$ cat config.mk
export PLATFORM = sky130hd
export DESIGN_NAME = mux2to1_tester
export DESIGN_NICKNAME = d
export VERILOG_FILES = /design/src/rtl/mux2to1_tester.sv
export SDC_FILE = /design/constraint.sdc
export NUM_CORES = 1
export LEC_CHECK = 0
export CORE_UTILIZATION = 59
export CTS_BUF_LIST = sky130_fd_sc_hd__clkbuf_8
export DETAILED_ROUTE_END_ITERATION = 6
export GPL_TIMING_DRIVEN = 0
export PLACE_DENSITY = 0.85
export SETUP_SLACK_MARGIN = 0.02
export SYNTH_ARGS = -nofsm -noshare
export SYNTH_HDL_FRONTEND = slang
export SYNTH_SLANG_ARGS = --single-unit
export TNS_END_PERCENT = 10
$ cat constraint.sdc
create_clock -name Clock -period 3.4 [get_ports Clock]
set_input_delay 0.68 -clock Clock [delete_from_list [all_inputs] [get_ports Clock]]
set_output_delay 0.68 -clock Clock [all_outputs]
set_load 0.02 [all_outputs]
$ cat src/rtl/mux2to1_tester.sv
// Exhaustive self-test sequencer for a 2-to-1 mux: walks {s,y,x} through 0..7,
// samples m after a settle window and records mismatch count and first failure.
module mux2to1_tester #(
  parameter int unsigned SETTLE = 2
) (
  input  logic       Clock,
  input  logic       Reset,
  input  logic       start,
  input  logic       m,
  output logic       x,
  output logic       y,
  output logic       s,
  output logic       busy,
  output logic       done,
  output logic       pass,
  output logic [3:0] err_count,
  output logic [2:0] first_fail,
  output logic       fail_valid,
  output logic [2:0] vec
);

  typedef enum logic [1:0] {IDLE, APPLY, CHECK, DONE} state_t;

  localparam logic [7:0] SETTLE_LAST = 8'(SETTLE - 1);

  state_t     state_q, state_d;
  logic [2:0] vec_q, vec_d;
  logic [7:0] cnt_q, cnt_d;
  logic [3:0] err_q, err_d;
  logic [2:0] first_q, first_d;
  logic       fv_q, fv_d;
  logic       expected;

  assign expected = vec_q[2] ? vec_q[1] : vec_q[0];

  always_comb begin
    // NOTE: every _d gets its hold value first so no path through the case
    // leaves a signal unassigned, which would infer a latch.
    state_d = state_q;
    vec_d   = vec_q;
    cnt_d   = cnt_q;
    err_d   = err_q;
    first_d = first_q;
    fv_d    = fv_q;
    unique case (state_q)
      IDLE, DONE: begin
        if (start) begin
          state_d = APPLY;
          vec_d   = 3'd0;
          cnt_d   = 8'd0;
          err_d   = 4'd0;
          first_d = 3'd0;
          fv_d    = 1'b0;
        end
      end
      APPLY: begin
        if (cnt_q == SETTLE_LAST) state_d = CHECK;
        else                      cnt_d   = cnt_q + 8'd1;
      end
      CHECK: begin
        if (m != expected) begin
          err_d = err_q + 4'd1;
          if (!fv_q) begin
            first_d = vec_q;
            fv_d    = 1'b1;
          end
        end
        if (vec_q == 3'd7) begin
          state_d = DONE;
        end else begin
          vec_d   = vec_q + 3'd1;
          cnt_d   = 8'd0;
          state_d = APPLY;
        end
      end
      default: state_d = IDLE;
    endcase
  end

  // NOTE: state registers use non-blocking assignments so every flop samples
  // the pre-edge values regardless of statement order.
  always_ff @(posedge Clock) begin
    if (Reset) begin
      state_q <= IDLE;
      vec_q   <= 3'd0;
      cnt_q   <= 8'd0;
      err_q   <= 4'd0;
      first_q <= 3'd0;
      fv_q    <= 1'b0;
    end else begin
      state_q <= state_d;
      vec_q   <= vec_d;
      cnt_q   <= cnt_d;
      err_q   <= err_d;
      first_q <= first_d;
      fv_q    <= fv_d;
    end
  end

  assign x          = vec_q[0];
  assign y          = vec_q[1];
  assign s          = vec_q[2];
  assign vec        = vec_q;
  assign busy       = (state_q == APPLY) || (state_q == CHECK);
  assign done       = (state_q == DONE);
  assign pass       = (state_q == DONE) && (err_q == 4'd0);
  assign err_count  = err_q;
  assign first_fail = first_q;
  assign fail_valid = fv_q;

endmodule

## Word-level counts from Yosys, hierarchy flattened

Cells that the tools add are included.

- Add/sub/neg operators: 3
- Equal/unequal tests: 12
- Multiplexer cells: 21
- Reductions and logical operators: 11

Operators by type and width:

| kind | number |
|---|---|
| 2-to-1 mux 8 bit | 3 |
| case mux 8 bit (3 select lines) | 1 |
| 2-to-1 mux 3 bit | 4 |
| inequality test 2 bit, second input constant | 6 |
| case mux 3 bit (2 select lines) | 2 |
| AND reduction 3 bit | 3 |
| adder 8 x 1 -> 8 bit, second input constant | 1 |
| equality test 8 x 1 -> 1 bit, second input constant | 1 |
| 2-to-1 mux 4 bit | 2 |
| case mux 4 bit (2 select lines) | 1 |
| 2-to-1 mux 2 bit | 3 |
| case mux 2 bit (3 select lines) | 1 |
| adder 4 x 1 -> 4 bit, second input constant | 1 |
| equality test 2 bit, second input constant | 2 |
| zero test 4 bit | 1 |
| AND reduction 4 bit | 1 |
| adder 3 x 1 -> 3 bit, second input constant | 1 |
| equality test 3 bit, second input constant | 1 |
| 2-to-1 mux 1 bit | 3 |
| equality test 2 x 1 -> 1 bit, second input constant | 1 |
| zero test 2 bit | 1 |
| case mux 1 bit (2 select lines) | 1 |
| AND reduction 2 bit | 1 |
| nonzero test 2 bit | 1 |
| other kinds (4) | 4 |

- Register bits: 21
- Output and inout bits: 17

## Depth between registers and ports, before layout

- Word-level depth: 4
- Depth in mapped cells: 7
- Depth with buffers taken out: 6

## Worst setup path before layout

OpenSTA, ideal clock, no wires.

- Kind: flip-flop to flip-flop
- Start point: reg state_q[0]
- End point: reg cnt_q[7]
- Data arrival time: 1.784 ns
- Data required time: 3.299 ns
- Slack: 1.515 ns
- Cell stages (with the launch flop): 8
- Buffers on the path: 1
- Cells stage by stage: dfxtp_1 -> inv_1 -> ha_1 -> nand2b_1 -> nand2_1 -> or3_1 -> clkbuf_1 -> o41ai_1

- Cells in the longest elaborated chain, start to end: 4

Ends and longest elaborated chain:

| what | RTL line | source |
|---|---|---|
| start, declared | 26 | `state_t state_q, state_d;` |
| start signal, assigned | 91 | `state_q <= state_d;` |
| equality test 2 bit or zero test 2 bit (tied branches) | 45 | `unique case (state_q)` |
| OR reduction 2 bit | 45 |  |
| inequality test 2 bit (no line) | -- |  |
| AND reduction 3 bit (no line) | -- |  |
| end signal, assigned | 93 | `cnt_q <= cnt_d;` |
| end, declared | 28 | `logic [7:0] cnt_q, cnt_d;` |

Parallel ways exist; a longest one is shown, timed or not.
A chain may end at the register's enable or synchronous reset.

## Worst setup path in the final report

- Start point: in start
- End point: reg cnt_q[7]

- Cells in the longest elaborated chain, start to end: 2

Ends and longest elaborated chain:

| what | RTL line | source |
|---|---|---|
| start, declared | 8 | `input logic start,` |
| inequality test 2 bit (no line) | -- |  |
| AND reduction 3 bit (no line) | -- |  |

Every way passes these cells.

==> impl_metrics.env <==
export IMPL_status="completed"
export IMPL_num_nets_final=189
export IMPL_hold_class="register to register"
export IMPL_cp_max_fo=7
export IMPL_fin_setup_tns_ns=0
export IMPL_drtAntennaViolNets=0
export IMPL_drcViolationCount=0
export IMPL_crit_buf_inv=2
export IMPL_numCtsBuffers=3
export IMPL_switching_power_w=0.0002682
export IMPL_synth_edf_count=0
export IMPL_area_growth_pct=20.33
export IMPL_critPathKind="primary input to register"
export IMPL_grt_pass1_wl_microns=5457
export IMPL_p_per_area_nw_per_um2=460.1
export IMPL_wl_microns=3132
export IMPL_synth_cell_type_count=45
export IMPL_syn_inst=152
export IMPL_cts_htree_levels=1
export IMPL_post_place_cells=197
export IMPL_via_per_inst=6.129
export IMPL_drtIter0Drc=43
export IMPL_crit_family="simple AND/OR/NAND/NOR gates"
export IMPL_worstSetupStartpointType="primary input"
export IMPL_instances_no_fill=201
export IMPL_fmax_mhz=405.4
export IMPL_core_area_sq_um=2002
export IMPL_p_leak_nw=0.5325
export IMPL_p_clk_frac=0.230
export IMPL_die_area_sq_um=2360
export IMPL_via_count=1232
export IMPL_ys_flop_type="dfxtp_1"
export IMPL_grt_pass1_vias=1129
export IMPL_rows=16
export IMPL_grt_usage=0.2976
export IMPL_cts_tree="done"
export IMPL_ys_warnings_count=0
export IMPL_synth_net_count=166
export IMPL_wl_per_cell_microns=15.58
export IMPL_cts_path_max_buffers=2
export IMPL_tightest_slew_ns=0.5154
export IMPL_postCtsHoldBufs=0
export IMPL_p_int_w=0.0004404
export IMPL_ir_drop_mv=0.5176
export IMPL_hold_viol=0
export IMPL_syn_area_sq_um=1280
export IMPL_num_antenna_cells=0
export IMPL_clock_skew_ns=0.002454
export IMPL_clkLatencyLatePin_ns=0.26
export IMPL_overflow=0
export IMPL_slew_violations=0
export IMPL_die_w_microns=48.58
export IMPL_max_cap_viol_count=0
export IMPL_grt_max_degree=13
export IMPL_gp_congestion=0.8842
export IMPL_period_minus_slack_ns=2.467
export IMPL_setup_slack_ns=0.9334
export IMPL_antenna_found_initial=0
export IMPL_power_frac_comb=0.374
export IMPL_root_buffer="clkbuf_8"
export IMPL_portBuffers=18
export IMPL_clkSlewWorstSetupHoldPaths_ns=0.08
export IMPL_die_height_microns=48.58
export IMPL_worstPathCellList="clkdlybuf4s50_1 > nand2b_1 > nand2_1 > or3_1 > clkbuf_1 > o41ai_1"
export IMPL_crit_path_max_incr_delay_ns=0.49
export IMPL_rsz0062_at_grt="no"
export IMPL_cts_resized=0
export IMPL_ios=21
export IMPL_cp_arrival_ns=2.60
export IMPL_critPathCaptureType="register"
export IMPL_post_cts_buffers=0
export IMPL_hold_slack_ns=0.4507
export IMPL_swShare=0.3785
export IMPL_pre_cts_ws_ns=0.6756
export IMPL_synth_seq_cells=21
export IMPL_setup_violations=0
export IMPL_synth_seq_area_share=0.3284
export IMPL_crit_path_top_delay_cell="clkdlybuf4s50_1"
export IMPL_dr_pass1_iters=4
export IMPL_period_share=0.7255
export IMPL_syn_area_per_cell_sq_um=8.421
export IMPL_dp_final_hpwl_microns=2348
export IMPL_slew_headroom=0.6532
export IMPL_start_util=0.6394
export IMPL_crit_required_ns=3.53
export IMPL_drive_gt1_frac=0.07471
export IMPL_async_flop_share=0
export IMPL_final_util=0.7694
export IMPL_cts_num_sinks=21
export IMPL_p_seq_frac=0.396
worst paths after layout:
| kind | from | to | slack, ns | cells past startpoint |
|---|---|---|---|---|
| max reg2reg | state_q[0] | cnt_q[7] | 1.07 | 7 |
| max | start | cnt_q[7] | 0.93 | 6 |
| min | first_fail[1] | first_fail[1] | 0.45 | 2 |
| min reg2reg | first_fail[1] | first_fail[1] | 0.45 | 2 |
synthesized netlist by cell type, types with 2 or more instances:
cell type | count | area (sq um)
o32ai_1 | 3 | 26.28
dfxtp_1 | 21 | 420.4
nor4_1 | 2 | 12.51
buf_4 | 3 | 22.52
ha_1 | 10 | 125.1
a21o_1 | 2 | 15.01
o2bb2ai_1 | 3 | 26.28
a21oi_1 | 7 | 35.03
nand3_1 | 7 | 35.03
a211oi_1 | 4 | 30.03
or4_1 | 2 | 15.01
o311ai_0 | 4 | 35.03
nor2_1 | 7 | 26.28
a31oi_1 | 5 | 31.28
inv_1 | 10 | 37.54
o41ai_1 | 2 | 17.52
mux2i_1 | 2 | 20.02
clkbuf_1 | 8 | 30.03
nand2_1 | 18 | 67.56
nor3_1 | 3 | 15.01
o21ai_0 | 4 | 20.02
and3_1 | 2 | 12.51
flip-flops by register name, indices dropped and copies added (netlist names):
name and flops:
cnt_q 8, state_q 2, err_count 4, vec 3, fail_valid 1, first_fail 3
cell usage in the layout (no fill, tap or decap), types with 2 or more instances in the layout:
cell type,Yosys,layout
mux2i_1,2,2
o41ai_1,2,2
nand3_1,7,7
a21oi_1,7,7
clkbuf_1,8,8
a31oi_1,5,5
nand2_1,18,18
nor2_1,7,7
buf_4,3,3
clkdlybuf4s50_1,0,18
clkbuf_8,0,3
a21o_1,2,2
nor4_1,2,2
o21ai_0,4,4
o32ai_1,3,3
o311ai_0,4,4
inv_1,10,10
or4_1,2,2
dfxtp_1,21,21
a211oi_1,4,4
nor3_1,3,3
o2bb2ai_1,3,3
ha_1,10,10
and3_1,2,2
power by group through the flow:
stage / clock network (W) / registers, W / logic [W]
5_1_grt: 0.000180 / 0.000283 / 0.000298
4_1_cts: 0.000164 / 0.000280 / 0.000264
2_1_floorplan: 0 / 0.000285 / 0.000185
3_3_place_gp: 0 / 0.000284 / 0.000250
3_5_place_dp: 0 / 0.000286 / 0.000262
6_report: 0.000163 / 0.000280 / 0.000265
per-stage QoR:
step | total power [W] | area [sq um]
global route | 0.0007618 | 1540
CTS | 0.0007075 | 1540
finish | 0.0007086 | 1540
global placement | 0.0005338 | 1494
floorplan | 0.0004705 | 1280
detailed placement | 0.0005474 | 1494
cells by family (layout without fill, tap and decap cells):
kind of cell	count (synthesis)	count (layout)	synth area share
AND/OR/NAND/NOR	53	53	0.2160
AO/OA/AOI/OAI	41	41	0.2307
buffers and inverters	22	44	0.07429
flip-flops	21	21	0.3284
adder cells (fa/ha/maj)	10	10	0.09775
multiplexers	3	3	0.03323
XOR/XNOR	2	2	0.01956
worst min-delay path, cell delays in order, from the launching register on:
cell and delay, ns:
dfxtp_1 0.31, nand2_1 0.05, o2bb2ai_1 0.05
per-layer routing:
metal,track usage,routed length (microns)
met5,0,0
met4,0.07353,11
met3,0.04088,125
met2,0.4930,1593
met1,0.4082,1402
layout make-up:
class | instances | area, sq um
Timing Repair Buffer | 18 | 180.2
Clock buffer | 3 | 41.29
Fill cell | 157 | 461.7
Inverter | 10 | 37.54
Buffer | 12 | 57.56
Sequential cell | 21 | 420.4
Clock inverter | 1 | 5.005
Tap cell | 27 | 33.78
Multi-Input combinational cell | 109 | 764.5
Note: power is estimated with default switching activity, not from simulation.
